$ cat src/rtl/fp_int2float_pipe.sv
// Integer to DLfloat16 (1/6/9, bias 31) converter: three-stage pipeline with
// valid/ready handshake, signed/unsigned input, RNE/RTZ rounding, overflow
// saturation and exception flags {invalid, inexact, overflow, underflow, div_by_zero}.
module fp_int2float_pipe #(
    parameter int IN_W  = 32,
    parameter int EXP_W = 6,
    parameter int MAN_W = 9,
    parameter int BIAS  = 31
) (
    input  logic                   clk,
    input  logic                   rst,
    input  logic                   in_valid,
    output logic                   in_ready,
    input  logic [IN_W-1:0]        in_int,
    input  logic                   is_signed,
    input  logic                   rnd_mode,
    output logic                   out_valid,
    input  logic                   out_ready,
    output logic [EXP_W+MAN_W:0]   float_out,
    output logic [4:0]             exceptions
);

    localparam int STAGES = 3;
    localparam int PW     = $clog2(IN_W);
    // fraction below the hidden one, padded so MAN_W + guard + sticky always exist
    localparam int FW     = IN_W - 1 + MAN_W + 2;
    // biased exponent is wide enough to see overflow without truncation
    localparam int EW     = ((EXP_W > PW) ? EXP_W : PW) + 2;

    logic [STAGES:1] vld_pipe;
    logic            advance;

    // S1 registers
    logic            sign1, rnd1;
    logic [IN_W-1:0] abs1;

    // S2 registers
    logic             sign2, rnd2, zero2, guard2, sticky2;
    logic [PW-1:0]    p2;
    logic [MAN_W-1:0] man2;

    // S2 combinational
    logic [PW-1:0]    lz_p, shamt;
    logic [IN_W-1:0]  norm;
    logic [FW-1:0]    ext;

    // S3 combinational
    logic             rnd_up, carry, ovf, inexact;
    logic [MAN_W:0]   man_inc;
    logic [EW-1:0]    exp_b;
    logic [EXP_W+MAN_W:0] res;
    logic [4:0]       exc;

    // whole pipe moves as one unit; a stalled output freezes every stage
    assign advance   = !out_valid || out_ready;
    assign in_ready  = advance;
    assign out_valid = vld_pipe[STAGES];

    // valid shift register
    always_ff @(posedge clk) begin
        if (rst)
            vld_pipe <= '0;
        else if (advance)
            vld_pipe <= {vld_pipe[STAGES-1:1], in_valid};
    end

    // S1: sign and magnitude; the signed minimum wraps to exactly 2^(IN_W-1)
    always_ff @(posedge clk) begin
        if (rst) begin
            sign1 <= 1'b0;
            rnd1  <= 1'b0;
            abs1  <= '0;
        end else if (advance && in_valid) begin
            sign1 <= is_signed & in_int[IN_W-1];
            rnd1  <= rnd_mode;
            abs1  <= (is_signed & in_int[IN_W-1]) ? (~in_int + IN_W'(1)) : in_int;
        end
    end

    // leading-one position (highest set bit wins)
    always_comb begin
        lz_p = '0;
        for (int i = 0; i < IN_W; i++)
            if (abs1[i]) lz_p = PW'(i);
    end

    assign shamt = PW'(IN_W - 1) - lz_p;
    assign norm  = abs1 << shamt;
    assign ext   = {norm[IN_W-2:0], {(MAN_W+2){1'b0}}};

    // S2: normalise; a zero operand never gets a leading one to the top
    always_ff @(posedge clk) begin
        if (rst) begin
            sign2   <= 1'b0;
            rnd2    <= 1'b0;
            zero2   <= 1'b0;
            p2      <= '0;
            man2    <= '0;
            guard2  <= 1'b0;
            sticky2 <= 1'b0;
        end else if (advance && vld_pipe[1]) begin
            sign2   <= sign1;
            rnd2    <= rnd1;
            zero2   <= ~norm[IN_W-1];
            p2      <= lz_p;
            man2    <= ext[FW-1 -: MAN_W];
            guard2  <= ext[FW-1-MAN_W];
            sticky2 <= |ext[FW-2-MAN_W:0];
        end
    end

    // round, detect overflow against the reserved all-ones exponent, pack
    always_comb begin
        rnd_up  = !rnd2 && guard2 && (sticky2 || man2[0]);
        man_inc = {1'b0, man2} + (MAN_W+1)'(rnd_up);
        carry   = man_inc[MAN_W];
        exp_b   = EW'(p2) + EW'(BIAS) + EW'(carry);
        ovf     = exp_b >= EW'((1 << EXP_W) - 1);
        inexact = guard2 | sticky2 | ovf;
        res     = {sign2, exp_b[EXP_W-1:0], man_inc[MAN_W-1:0]};
        exc     = {1'b0, inexact, ovf, 2'b00};
        if (zero2) begin
            res = '0;
            exc = '0;
        end else if (ovf) begin
            res = {sign2, EXP_W'((1 << EXP_W) - 2), {MAN_W{1'b1}}};
        end
    end

    // S3: output register, held while the consumer stalls
    always_ff @(posedge clk) begin
        if (rst) begin
            float_out  <= '0;
            exceptions <= '0;
        end else if (advance && vld_pipe[2]) begin
            float_out  <= res;
            exceptions <= exc;
        end
    end

endmodule

$ cat config.mk
export PLATFORM = sky130hd
export DESIGN_NAME = fp_int2float_pipe
export DESIGN_NICKNAME = d
export VERILOG_FILES = /design/src/rtl/fp_int2float_pipe.sv
export SDC_FILE = /design/constraint.sdc
export NUM_CORES = 1
export LEC_CHECK = 0
export BUFFER_PORTS_ARGS = -buffer_cell sky130_fd_sc_hd__buf_2
export CORE_MARGIN = 1
export CORE_UTILIZATION = 55
export DETAILED_ROUTE_END_ITERATION = 7
export PLACE_DENSITY_LB_ADDON = 0.25
export SYNTH_ARGS = -nofsm -noshare
export SYNTH_HDL_FRONTEND = slang
export SYNTH_SLANG_ARGS = --single-unit
$ cat constraint.sdc
create_clock -name clk -period 4 [get_ports clk]
set_input_delay 0.8 -clock clk [delete_from_list [all_inputs] [get_ports clk]]
set_output_delay 0.8 -clock clk [all_outputs]
set_load 0.1 [all_outputs]
* After elaboration in Yosys (flattened, before gate mapping)
Index checks and enable logic that the tools add are counted.
Storage, ports and cells: input bits 38, bits in registers 77, output and inout bits 23, word-level logic and storage cells 70
Cells by class: bitwise logic cells 5, shift-type cells 1, multiplexer cells 35, reduce and logical (&&, ||, !) cells 10, add/subtract/negate cells 5, $lt $le $gt $ge 1
Operator list (count):
- two-way mux 5 bit | 30
- adder 32 x 1 -> 32 bit, second input constant | 1
- two-way mux 32 bit | 1
- NOT 32 bit | 1
- left shift 32 x 5 -> 32 bit | 1
- OR reduction 21 bit | 1
- two-way mux 16 bit | 1
- two-way mux 15 bit | 1
- adder 9 x 1 -> 10 bit | 1
- adder 6 x 1 -> 7 bit | 1
- >= comparator 7 x 6 -> 1 bit, second input constant | 1
- adder 5 x 5 -> 6 bit, second input constant | 1
- logical AND 1 bit | 5
- subtractor 5 bit, first input constant | 1
- two-way mux 4 bit | 1
- zero test 1 bit | 2
- logical OR 1 bit | 2
- bitwise OR 1 bit | 2
- bitwise AND 1 bit | 1
- two-way mux 1 bit | 1
- NOT 1 bit | 1

* Depth between registers and ports, before layout
depth in word-level cells 34, gate-level depth with buffers 15, gate-level depth less buffers 14

* Worst setup path after synthesis
OpenSTA, ideal clock, no wires.
kind input-to-reg, start input port in_int[8], end register abs1[30], arrival 3.101 ns, required time 3.914 ns, stages on the path 10, path buffers 0, slack 0.814 ns, library setup time 0.086 ns, path through or4_1 > or3_1 > or4_1 > nor2_1 > nand2_1 > nor2_2 > and2_1 > a31oi_1 > xnor2_1 > a211oi_1
Between the ends: longest elaborated chain between the ends 3
RTL lines:
- from (decl) | RTL line 14 | input logic [IN_W-1:0] in_int,
- NOT 32 bit | RTL line 76 | abs1 <= (is_signed & in_int[IN_W-1]) ? (~in_int + IN_W'(1)) : in_int;
- adder 32 x 1 -> 32 bit | RTL line 76
- two-way mux 32 bit | RTL line 76
- to (signal assigned) | RTL line 76
- to (decl) | RTL line 35 | logic [IN_W-1:0] abs1;
Every way passes these cells. A chain may end at the register's enable or synchronous reset.

* Worst setup path after layout
start register abs1[3], end register man2[2]
Between the ends: longest elaborated chain between the ends 31
RTL lines:
- two-way mux 5 bit (29 in series) | RTL line 84 | if (abs1[i]) lz_p = PW'(i);
- subtractor 5 bit | RTL line 87 | assign shamt = PW'(IN_W - 1) - lz_p;
- left shift 32 x 5 -> 32 bit * | RTL line 88 | assign norm = abs1 << shamt;
- to (signal assigned) | RTL line 106 | man2 <= ext[FW-1 -: MAN_W];
- to (decl) | RTL line 40 | logic [MAN_W-1:0] man2;
Every way passes the cells marked *; elsewhere a longest branch is shown, timed or not.

==> summary.txt <==
Global route
  • First-pass GRT wire length: 21900 um
  • GRT Residual Overflow: 0
  • GR peak layer: met2
  • Total GRT Usage: 0.272
  • Met1 Use GR: 0.365
  • Largest net degree at the start of global routing: 65
  • Vias in the first global route: 4545
  • Met3 Usage GRT: 0.0397
  • M2 GR Usage: 0.454
  • Initial antenna violation count: 0

Placed design
  • Gpl congestion: 0.892
  • Dpl ws: 289 ps
  • Final HPWL DP: 9650 um
  • Post-place instance area: 0.00558 sq mm
  • Port Buffers: 57

Floorplanning
  • Number of top-level pins: 61
  • Core Box Area: 0.00924 sq mm
  • Die area: 0.00996 sq mm
  • Die height: 99.8 um
  • Initial core utilization: 0.569
  • Die W: 99.8 um
  • Site Rows: 35

Clock network
  • Cts bufs inserted: 9
  • TritonCTS clock tree: built
  • CTS Hold Bufs: 0
  • Cts repair resizes: 0
  • Post-CTS setup buffer count: 0
  • Worst-skew pair later-pin latency: 370 ps
  • Clock tree buffer depth: 2
  • Clk slew on worst S/H paths: 100 ps
  • Clock root buffer master: clkbuf_8
  • CTS H-Tree Depth: 3
  • Clock tree sinks: 74

Synthesis
  • Most frequent cell after synthesis: nor2_1
  • Dominant cells by area after synthesis: dfxtp_1, mux2i_1, nor2_1
  • Post-synth EDFFs: 0
  • Mapped Area: 0.00526 sq mm
  • Top cell type's share of synthesized area: 0.282
  • Yosys reg bits: 74
  • Async SR Flop Fraction: 0
  • Top cells by count, synth: nor2_1, dfxtp_1, mux2i_1
  • Top cell type by total area after synthesis: dfxtp_1
  • Yosys warns: 0
  • Main flop type after synthesis: dfxtp_1
  • Post-synth cell types: 70
  • Avg Inst Size Synth: 7.68 sq um
  • Seq/Total Area, Yosys: 0.282
  • Cells after synthesis: 685

Timing
  • Fmax: 292 MHz
  • Rel. slew slack: 0.304
  • Final TNS setup: 0 ps
  • Final setup fails: 0
  • Post-layout min period: 3430 ps
  • Worst Slack Setup Final: 571 ps
  • Max Clock Skew: 15.8 ps
  • Final period utilization: 0.857
  • Final hold vios: 0
  • Slew Viols, Final: 0
  • Slew @ Worst Pin: 1040 ps
  • RSZ-0062 raised after global routing: no

Hold path
  • Hold depth: 2
  • Hold Path Class: reg -> reg

Critical path
  • CP arrival: 3650 ps
  • Kind of critical path: reg -> reg
  • Critical Path Fanout Max: 16
  • Crit path launch type: flip-flop
  • CP Capture Type: flip-flop
  • FF-to-FF path depth: 10
  • Crit path required time: 4220 ps

Routing
  • Total Wirelength: 12900 um
  • First DRT Iteration DRCs: 301
  • DR WL/cell: 15.2 um
  • Vias: 5067
  • Post-DRT Antenna Nets: 0
  • Vias/cell: 5.97
  • Pre-Repair DR Iteration Count: 5
  • # DRC: 0

Cells and area
  • Area grow syn2layout: 9.54%
  • Layout cells sized above 1: 0.146
  • Fin nets: 758
  • Post-route cell area: 0.00576 sq mm
  • Fillcell total: 861
  • Antenna cells: 0
  • Multi-input gate area in the final layout: 0.00350 sq mm
  • Register area: 0.00148 sq mm

Pwr
  • Leakage dissipation: 0.00228 uW
  • Max VDD drop: 0.183 mV
  • P per Cell Area: 404 mW/mm^2

Outcome
  • Outcome: finished, final reports clean

Flow run
  • Max-Cap Viols: 0
-- layout by cell type, fill, tap and decap left out, types with 4 or more instances in the layout --
| cell type | Yosys | routed |
|---|---|---|
| nand2_1 | 57 | 57 |
| nor3_1 | 22 | 22 |
| or4_1 | 6 | 6 |
| a22oi_1 | 6 | 6 |
| a311oi_1 | 5 | 5 |
| a211oi_1 | 42 | 42 |
| ha_1 | 5 | 5 |
| a21oi_1 | 47 | 47 |
| xnor2_1 | 15 | 15 |
| xor2_1 | 20 | 20 |
| o211ai_1 | 7 | 7 |
| o22ai_1 | 9 | 9 |
| and2_1 | 7 | 6 |
| dfxtp_1 | 74 | 74 |
| a22o_1 | 4 | 4 |
| or3_1 | 8 | 8 |
| o21ai_0 | 18 | 18 |
| o31ai_1 | 7 | 7 |
| nand3_1 | 9 | 9 |
| mux2i_1 | 59 | 59 |
| nor4_1 | 7 | 7 |
| buf_2 | 4 | 57 |
| and3_1 | 6 | 6 |
| nor2_1 | 113 | 113 |
| inv_1 | 18 | 18 |
| clkbuf_8 | 0 | 9 |
| buf_4 | 6 | 10 |
-- registers in the layout, indices dropped and copies added, names as in the netlist, 2 cells and up --
signal and flops:
abs1 32, exceptions 2, float_out 16, man2 9, p2 5, vld_pipe 3
-- metal layers --
metal / wire, um / up-vias
met2: 6230 / 157
met3: 493 / 23
li1: - / 2553
met4: 166 / 0
met5: 0 / -
met1: 6060 / 2334
-- report_power, final --
part,switching (uW),total (uW),internal (uW),leakage (uW)
registers,69.0,856,786,0.000609
logic,550,902,352,0.00159
clock network,336,571,235,0.0000844
total,956,2330,1370,0.00228
-- logic make-up after synthesis --
kind of cell	after synthesis	share of synthesized area
fa+ha+maj	5	0.0119
flops	74	0.282
simple gates	256	0.222
mux	66	0.131
xor+xnor	35	0.0583
other cells	1	0.000713
compound gates	179	0.238
buf+inv	69	0.0561
-- worst paths after layout --
| kind | from | end | slack, ps |
|---|---|---|---|
| setup / recovery | abs1[3]$_SDFFE_PP0P_ | man2[2]$_SDFFE_PP0P_ | 570 |
| hold / removal | rnd1$_SDFFE_PP0P_ | rnd1$_SDFFE_PP0P_ | 460 |
| setup reg to reg | abs1[3]$_SDFFE_PP0P_ | man2[2]$_SDFFE_PP0P_ | 570 |
| hold reg to reg | rnd1$_SDFFE_PP0P_ | rnd1$_SDFFE_PP0P_ | 460 |
-- stage by stage --
stage	instances	hold WS (ps)	utilization	total power (uW)
3_5_place_dp	833	444	0.604	1760
5_1_grt	849	486	0.623	2460
4_1_cts	849	460	0.623	2320
3_3_place_gp	833	442	0.604	1740
6_report	849	463	0.623	2330
2_1_floorplan	687	432	-	1570
-- worst max-delay path: stages (launching register included) --
cell       delay [ps]
dfxtp_1           470
nor2_1             70
o311ai_1          290
a311o_1           350
a31o_1            750
mux2i_1           270
a22o_1            290
a21oi_1           250
nor2_1             90
a2111oi_2         340
nor3_1            100
-- cell type report --
class	count	area share
repair buffers	67	0.0626
clock buffers	9	0.0215
well taps	129	0.0280
multi-input cells	544	0.608
flip-flops and latches	74	0.257
clock inverters	7	0.0104
inverters	19	0.0124
Power figures use the tool's default switching activity.
